--- config.mk ---
export PLATFORM = sky130hd
export DESIGN_NAME = dram_arbiter
export DESIGN_NICKNAME = d
export VERILOG_FILES = /design/src/rtl/dram_arbiter.sv
export SDC_FILE = /design/constraint.sdc
export NUM_CORES = 1
export LEC_CHECK = 0
export CORE_ASPECT_RATIO = 0.9
export CORE_MARGIN = 8
export CORE_UTILIZATION = 30
export DETAILED_ROUTE_END_ITERATION = 10
export GPL_TIMING_DRIVEN = 0
export PLACE_DENSITY = 0.66
export SLEW_MARGIN = 40
export SYNTH_ARGS = -nofsm -noshare
export SYNTH_HDL_FRONTEND = slang
export SYNTH_SLANG_ARGS = --single-unit
export TNS_END_PERCENT = 1
--- constraint.sdc ---
create_clock -name clk -period 3.7 [get_ports clk]
set_input_delay 0.37 -clock clk [delete_from_list [all_inputs] [get_ports clk]]
set_output_delay 0.37 -clock clk [all_outputs]
set_load 0.05 [all_outputs]
--- src/rtl/dram_arbiter.sv ---
// ---------------------------------------------------------------------------
// dram_arbiter
//
// Shares the single-port data RAM between two masters: the core's data port
// (requester 0) and an auxiliary master such as DMA or a display reader
// (requester 1). Each access walks a fixed IDLE -> ISSUE -> CAPTURE -> DONE
// sequence. Arbitration is round-robin on contention, so neither master can
// starve the other.
//
// Ports
//   clk                 system clock, rising edge
//   reset               synchronous reset, active low
//   rN_req              access request, held until rN_ack
//   rN_we               1 = write, 0 = read
//   rN_addr / rN_wdata  access address / write data, latched at grant
//   rN_rdata            read data, valid while rN_ack is high, held afterwards
//   rN_ack              one-cycle completion pulse
//   mem_addr/mem_wdata  RAM address / write data (registered)
//   mem_we              RAM write strobe, high only during ISSUE
//   mem_rdata           RAM read data, one cycle after the address
// ---------------------------------------------------------------------------
module dram_arbiter #(
    parameter int AW = 32,
    parameter int DW = 32
) (
    input  logic          clk,
    input  logic          reset,
    input  logic          r0_req,
    input  logic          r0_we,
    input  logic [AW-1:0] r0_addr,
    input  logic [DW-1:0] r0_wdata,
    output logic [DW-1:0] r0_rdata,
    output logic          r0_ack,
    input  logic          r1_req,
    input  logic          r1_we,
    input  logic [AW-1:0] r1_addr,
    input  logic [DW-1:0] r1_wdata,
    output logic [DW-1:0] r1_rdata,
    output logic          r1_ack,
    output logic [AW-1:0] mem_addr,
    output logic [DW-1:0] mem_wdata,
    output logic          mem_we,
    input  logic [DW-1:0] mem_rdata
);

    typedef enum logic [1:0] {
        IDLE    = 2'd0,
        ISSUE   = 2'd1,
        CAPTURE = 2'd2,
        DONE    = 2'd3
    } state_t;

    state_t state_reg, state_next;

    logic          prio_reg;      // requester that wins the next contended IDLE sample
    logic          gnt_reg;       // requester owning the access in flight
    logic          we_reg;        // latched direction of the access in flight
    logic [AW-1:0] mem_addr_reg;  // doubles as the latched address
    logic [DW-1:0] mem_wdata_reg; // doubles as the latched write data
    logic          mem_we_reg;

    logic          grant;
    logic          gnt_pick;

    // Requester inputs gathered into indexable form so the grant mux is a
    // simple index by the chosen requester.
    logic [1:0]    req_vec;
    logic [1:0]    we_vec;
    logic [AW-1:0] addr_vec  [2];
    logic [DW-1:0] wdata_vec [2];

    assign req_vec      = {r1_req, r0_req};
    assign we_vec       = {r1_we, r0_we};
    assign addr_vec[0]  = r0_addr;
    assign addr_vec[1]  = r1_addr;
    assign wdata_vec[0] = r0_wdata;
    assign wdata_vec[1] = r1_wdata;

    // -----------------------------------------------------------------------
    // State register
    // -----------------------------------------------------------------------
    always_ff @(posedge clk) begin
        if (!reset) begin
            state_reg <= IDLE;
        end else begin
            state_reg <= state_next;
        end
    end

    // -----------------------------------------------------------------------
    // Next state and grant decision
    // -----------------------------------------------------------------------
    always_comb begin
        state_next = state_reg;
        grant      = 1'b0;
        gnt_pick   = prio_reg;
        case (state_reg)
            IDLE: begin
                if (req_vec[0] && req_vec[1]) begin
                    grant    = 1'b1;
                    gnt_pick = prio_reg;
                end else if (req_vec[0]) begin
                    grant    = 1'b1;
                    gnt_pick = 1'b0;
                end else if (req_vec[1]) begin
                    grant    = 1'b1;
                    gnt_pick = 1'b1;
                end
                if (grant) begin
                    state_next = ISSUE;
                end
            end
            ISSUE:   state_next = CAPTURE;
            CAPTURE: state_next = DONE;
            DONE:    state_next = IDLE;
            default: state_next = IDLE;
        endcase
    end

    // -----------------------------------------------------------------------
    // Grant latch and RAM port. The RAM-side registers are loaded on the
    // grant edge so that ISSUE sees the access on the port; mem_we falls
    // again on the following edge, giving exactly one write-strobe cycle.
    // The address stays on the port until the next grant.
    // -----------------------------------------------------------------------
    always_ff @(posedge clk) begin
        if (!reset) begin
            prio_reg      <= 1'b0;
            gnt_reg       <= 1'b0;
            we_reg        <= 1'b0;
            mem_addr_reg  <= '0;
            mem_wdata_reg <= '0;
            mem_we_reg    <= 1'b0;
        end else begin
            mem_we_reg <= 1'b0;
            if (grant) begin
                gnt_reg       <= gnt_pick;
                we_reg        <= we_vec[gnt_pick];
                prio_reg      <= ~gnt_pick;
                mem_addr_reg  <= addr_vec[gnt_pick];
                mem_wdata_reg <= wdata_vec[gnt_pick];
                mem_we_reg    <= we_vec[gnt_pick];
            end
        end
    end

    assign mem_addr  = mem_addr_reg;
    assign mem_wdata = mem_wdata_reg;
    assign mem_we    = mem_we_reg;

    // -----------------------------------------------------------------------
    // Per-requester read data and ack. RAM data is valid during CAPTURE and
    // is registered on the CAPTURE -> DONE edge, the same edge that raises
    // the ack, so rdata and ack appear together in DONE.
    // -----------------------------------------------------------------------
    genvar gi;
    for (gi = 0; gi < 2; gi++) begin : g_req
        logic          ack_reg;
        logic [DW-1:0] rdata_reg;
        logic          owner_capture;

        assign owner_capture = (state_reg == CAPTURE) && (gnt_reg == 1'(gi));

        always_ff @(posedge clk) begin
            if (!reset) begin
                ack_reg   <= 1'b0;
                rdata_reg <= '0;
            end else begin
                ack_reg <= owner_capture;
                if (owner_capture && !we_reg) begin
                    rdata_reg <= mem_rdata;
                end
            end
        end
    end

    assign r0_ack   = g_req[0].ack_reg;
    assign r1_ack   = g_req[1].ack_reg;
    assign r0_rdata = g_req[0].rdata_reg;
    assign r1_rdata = g_req[1].rdata_reg;

endmodule

==> results of run 1 <==
## through the flow
| stage | cell area [sq um] | hold WS (ns) | total power, mW | cells | setup WS (ns) |
|---|---|---|---|---|---|
| detailed placement | 8920 | 0.438 | 5.03 | 1228 | 1.52 |
| CTS | 9560 | 0.452 | 6.90 | 1260 | 1.69 |
| floorplan | 5660 | 0.458 | 3.90 | 688 | 2.14 |
| finish | 9560 | 0.449 | 6.82 | 1260 | 1.71 |
| global route | 9560 | 0.470 | 7.17 | 1260 | 1.63 |
| global placement | 8920 | 0.434 | 5.02 | 1228 | 1.50 |
## per-layer routing
metal	GRT usage [%]	up-vias	routed length [microns]
li1	-	2943	-
met1	22.9	2728	9600
met2	29.8	185	10400
met3	5.79	19	1460
met4	4.39	2	312
met5	0	-	8
## logic make-up after synthesis
group / synth area share, %
AO/OA/AOI/OAI: 25.1
adder cells (fa/ha/maj): 0.663
buffers and inverters: 6.28
flip-flops: 48.1
multiplexers: 0.177
AND/OR/NAND/NOR: 19.6
## final cells by class
cell class / count / area, sq um / area share, %
timing repair buffer: 295 / 2950 / 30.9
sequential: 136 / 2720 / 28.5
multi-input combinational: 489 / 2580 / 27.0
clock buffer: 17 / 425 / 4.45
buffer: 59 / 340 / 3.56
tap: 245 / 307 / 3.21
clock inverter: 15 / 213 / 2.23
inverter: 4 / 15.0 / 0.157
## power by group through the flow
| stage | registers [mW] | clock network [mW] | logic, mW |
|---|---|---|---|
| after floorplan | 3.05 | 0 | 0.853 |
| after global placement | 1.98 | 0 | 3.03 |
| after detailed placement | 2.00 | 0 | 3.03 |
| after CTS | 1.97 | 1.89 | 3.04 |
| after global routing | 2.00 | 1.96 | 3.21 |
| final | 1.96 | 1.84 | 3.01 |
## cell usage after synthesis
master | number | area, sq um
o211a_1 | 1 | 10.0
a2bb2oi_4 | 1 | 26.3
and2_1 | 3 | 18.8
dfxtp_1 | 136 | 2720
o21ai_0 | 3 | 15.0
mux2i_1 | 1 | 10.0
nor3b_2 | 1 | 12.5
o31ai_2 | 9 | 113
and3_1 | 1 | 6.26
clkbuf_1 | 20 | 75.1
ha_1 | 3 | 37.5
a21boi_1 | 9 | 67.6
a21oi_1 | 66 | 330
nand2b_4 | 1 | 13.8
a21boi_0 | 55 | 413
nand2_1 | 200 | 751
o31ai_1 | 54 | 405
buf_2 | 26 | 130
inv_1 | 4 | 15.0
o22ai_1 | 1 | 6.26
a211oi_1 | 1 | 7.51
a32oi_1 | 1 | 8.76
nor2_1 | 67 | 251
buf_4 | 3 | 22.5
and3b_1 | 1 | 8.76
buf_6 | 10 | 113
o21ai_1 | 1 | 5.00
or3b_2 | 1 | 8.76
a21o_1 | 1 | 7.51
nand2b_1 | 2 | 12.5
nand3b_1 | 1 | 7.51
nor2b_1 | 3 | 18.8
a22oi_1 | 1 | 7.51
## worst paths after layout
check | endpoint | slack [ns] | start
worst max register to register | mem_addr[0] | 1.77 | state_reg[0]
worst min register to register | mem_addr[18] | 0.45 | mem_addr[18]
worst max-delay path | mem_wdata[3] | 1.71 | mem_wdata[3]
worst min-delay path | mem_addr[18] | 0.45 | mem_addr[18]
==> reports/qor.txt, run 1 <==
status - complete, no violations
I/O pin count - 297
Clk pin slew, worst setup/hold paths - 0.06 ns
Pwr Density - 714 nW/um^2
commonest non-fill, non-tap cell in the layout - clkdlybuf4s50_1
Yosys reg bits - 136
critical path class - reg2out
Reg power frac - 28.8%
Avg Synthesized Cell Area - 8.22 sq um
post-synth cell types - 33
crit start category - register
slowest CP cell - clkdlybuf4s50_1
First DRT Iteration DRCs - 401
per-cell routed wire length - 17.3 microns
Hold Buf Count CTS - 0
CTS tree - yes
Max Clock Freq - 503 MHz
DR vias/cell - 4.66
CP endpoint kind - primary output
Final TNS setup - 0 ns
die width - 161 microns
clk_lat worst skew - 0.42 ns
cts bufs inserted - 17
post-CTS setup buffer count - 0
number of port buffers - 295
Hold Crit Class - reg2reg
initial core utilization - 30.6%
most frequent cells in the layout - 295 x clkdlybuf4s50_1, 200 x nand2_1, 136 x dfxtp_1, 67 x nor2_1, 66 x a21oi_1
Residual DRC - 0
worst hold stages - 2
biggest cell delay along the critical path - 0.85 ns
# H-tree levels - 4
Worst EP required - 3.33 ns
Net Switching - 2.83 mW
Switching Share - 41.6%
sequential fraction of the synthesis area - 48.1%
Tcrit/Tclk final - 53.7%
Synth Warn # - 0
proportion of layout cells with a drive suffix above 1 - 8.28%
WP data arrival - 1.62 ns
clk buf depth - 2
Syn Nets - 857
largest net degree at the start of global routing - 17
cell count along the critical path - 1
Clock Power Share - 27.0%
worst path bufs/invs - 1
# fillers - 1816
Worst Max-Slew Pin Slew - 0.597 ns
CP max FO - 2
vias in the first global route - 5733
cell depth of the worst flop-to-flop path - 7
CP top delay family - buffers and inverters
row cnt - 47
Die ar. - 23500 sq um
final cell utilization of the core - 51.7%
Pleak - 3.51 nW
Comb power frac - 44.2%
initial antenna violation count - 1
Final nets - 1171
GRT Util Overall - 18.2%
Worst Skew - 0.0154 ns
Int Power - 3.99 mW
Slew HR - 60.2%
max-cap viol count - 0
clk sinks - 136
DR vias - 5877
core area - 18500 sq um
n_diodes - 0
Congestion Overflow GR - 0
RSZ-0062 raised after global routing - false
Post-Synthesis Cells - 688
final hold vios - 0
first-pass GRT wire length - 34200 microns
worst path cell trace - clkdlybuf4s50_1
Pre-antenna DRT Iters - 4
post_cts resized - 0
post-route ant nets - 0
Final Setup Violations - 0
min Tclk post-route - 1.99 ns
max-slew violations - 0
Area Overhead vs Synth - 68.9%
root buf cell - clkbuf_16
routability congestion estimate - 0.810
Mapped Area - 5660 sq um
WL final - 21800 microns
hpwl dp - 16600 microns
VDD IR max - 0.354 mV
die height - 146 microns
Power figures use the tool's default switching activity.
==> run 2, diff against run 1 <==
==> constraint.sdc (replaced) <==
create_clock -name clk -period 1.85 [get_ports clk]
set_input_delay 0.185 -clock clk [delete_from_list [all_inputs] [get_ports clk]]
set_output_delay 0.185 -clock clk [all_outputs]
set_load 0.05 [all_outputs]
==> reports/qor.txt, run 2 (synthesized netlist as in run 1, its figures left out) <==
status - complete, no violations (unchanged)
Area Overhead vs Synth - 69.8% (was 68.9%)
RSZ-0062 raised after global routing - true (was false)
Die ar. - 23500 sq um (unchanged)
setup slack after layout - 0.0517 ns (was 1.71 ns)
# fillers - 1814 (was 1816)
Pleak - 3.55 nW (was 3.51 nW)
slowest CP cell - clkdlybuf4s50_1 (unchanged)
core area - 18500 sq um (unchanged)
commonest non-fill, non-tap cell in the layout - clkdlybuf4s50_1 (unchanged)
CTS tree - yes (unchanged)
max-slew violations - 0 (unchanged)
Final TNS setup - 0 ns (unchanged)
proportion of layout cells with a drive suffix above 1 - 9.06% (was 8.28%)
placed insts - 1228 (unchanged)
I/O pin count - 297 (unchanged)
CP endpoint kind - primary output (unchanged)
critical path class - reg2out (unchanged)
First DRT Iteration DRCs - 389 (was 401)
sequential cell area - 2720 sq um (unchanged)
Residual DRC - 0 (unchanged)
Clk pin slew, worst setup/hold paths - 0.07 ns (was 0.06 ns)
clk buf depth - 2 (unchanged)
multi-input logic area - 2590 sq um (was 2580 sq um)
placed cell area - 8920 sq um (unchanged)
fin cells - 1261 (was 1260)
Slew HR - 60.0% (was 60.2%)
Hold Crit Class - in2reg (was reg2reg)
hpwl dp - 16600 microns (unchanged)
per-cell routed wire length - 17.3 microns (about the same)
wl on met1 - 9590 microns (was 9600 microns)
DR vias/cell - 4.63 (was 4.66)
WL final - 21800 microns (about the same)
CP top delay family - buffers and inverters (unchanged)
worst path cell trace - clkdlybuf4s50_1 (unchanged)
GRT Util Overall - 18.2% (about the same)
Congestion Overflow GR - 0 (unchanged)
Final Setup Violations - 0 (unchanged)
cts bufs inserted - 17 (unchanged)
die height - 146 microns (unchanged)
worst path bufs/invs - 1 (unchanged)
Design Area, Final - 9610 sq um (was 9560 sq um)
Max Clock Freq - 556 MHz
clk sinks - 136 (unchanged)
VDD IR max - 0.678 mV (was 0.354 mV)
Tcrit/Tclk final - 97.2%
Top Metal Used - met5 (unchanged)
root buf cell - clkbuf_16 (unchanged)
n_diodes - 0 (unchanged)
row cnt - 47 (unchanged)
Pwr Density - 1430 nW/um^2 (was 714 nW/um^2)
final hold vios - 0 (unchanged)
die width - 161 microns (unchanged)
DR WL met2 - 10400 microns (about the same)
number of port buffers - 295 (unchanged)
initial core utilization - 30.6% (unchanged)
Worst EP required - 1.66 ns (was 3.33 ns)
max-cap viol count - 0 (unchanged)
# H-tree levels - 4 (unchanged)
Worst Max-Slew Pin Slew - 0.598 ns (was 0.597 ns)
final cell utilization of the core - 52.0% (was 51.7%)
vias in the first global route - 5740 (was 5733)
min Tclk post-route - 1.80 ns
largest net degree at the start of global routing - 17 (unchanged)
first-pass GRT wire length - 34200 microns (about the same)
met3 wire length - 1510 microns (was 1460 microns)
DR vias - 5842 (was 5877)
setup slack at placement - -0.147 ns (was 1.52 ns)
crit start category - register (unchanged)
routability congestion estimate - 0.810 (unchanged)
Worst Skew - 0.0163 ns (was 0.0154 ns)
CP max FO - 2 (unchanged)
most frequent cells in the layout - 294 x clkdlybuf4s50_1, 200 x nand2_1, 136 x dfxtp_1, 67 x nor2_1, 66 x a21oi_1 (was 295 x clkdlybuf4s50_1, 200 x nand2_1, 136 x dfxtp_1, 67 x nor2_1, 66 x a21oi_1)
Final nets - 1172 (was 1171)
Hold WS - 0.349 ns (was 0.449 ns)
post-route ant nets - 0 (unchanged)
WP data arrival - 1.61 ns (was 1.62 ns)
total power - 13.7 mW (was 6.82 mW)
Pre-antenna DRT Iters - 5 (was 4)
clk_lat worst skew - 0.42 ns (about the same)
initial antenna violation count - 1 (unchanged)
biggest cell delay along the critical path - 0.84 ns (was 0.85 ns)
Hold Buf Count CTS - 0 (unchanged)
[run 2: cell types whose count changed in the layout (fill, tap and decap cells not counted), sizes merged]
cell	change
buf	-5
dlymetal6s2s	+1
clkbuf	+6
clkdlybuf4s50	-1
[run 2: report_power, final]
| part | leakage [nW] | internal (mW) | switching, mW |
|---|---|---|---|
| Combinational | 2.13 | 2.15 | 3.94 |
| Clock | 0.308 | 2.29 | 1.39 |
| Sequential | 1.11 | 3.59 | 0.337 |
[run 2: path summary, 6_finish.rpt]
kind | startpoint | endpoint | slack [ns] | cells past startpoint
worst min-delay path | mem_rdata[16] | r0_rdata[16] | 0.35 | 3
worst min register to register | mem_addr[18] | mem_addr[18] | 0.45 | 2
worst max register to register | state_reg[0] | mem_addr[30] | 0.15 | 6
worst max-delay path | mem_wdata[3] | mem_wdata[3] | 0.05 | 1
[run 2: metal layers]
metal	vias to the layer above	global-route usage, %
met5	-	0
met4	2	4.39
met3	19	5.82
met2	185	29.9
met1	2694	22.9
li1	2942	-
[run 2: what timing repair did]
item / 4_1_cts / 5_1_grt
setup buffers: 0 / 1
pin swaps: 0 / 0
gates resized for setup: 3 / 15
setup endpoints to repair: 11 / 61
[run 2: layout make-up]
class | count | share of cell area (%)
Timing Repair Buffer | 296 | 31.0
Sequential cell | 136 | 28.3
Tap cell | 245 | 3.19
Buffer | 59 | 3.76
Clock buffer | 17 | 4.43
Inverter | 4 | 0.156
Multi-Input combinational cell | 489 | 26.9
Clock inverter | 15 | 2.21
[run 2: worst min-delay path, stage by stage]
cell,delay [ns]
clkdlybuf4s50_1,0.42
nand2_1,0.06
a21boi_0,0.06
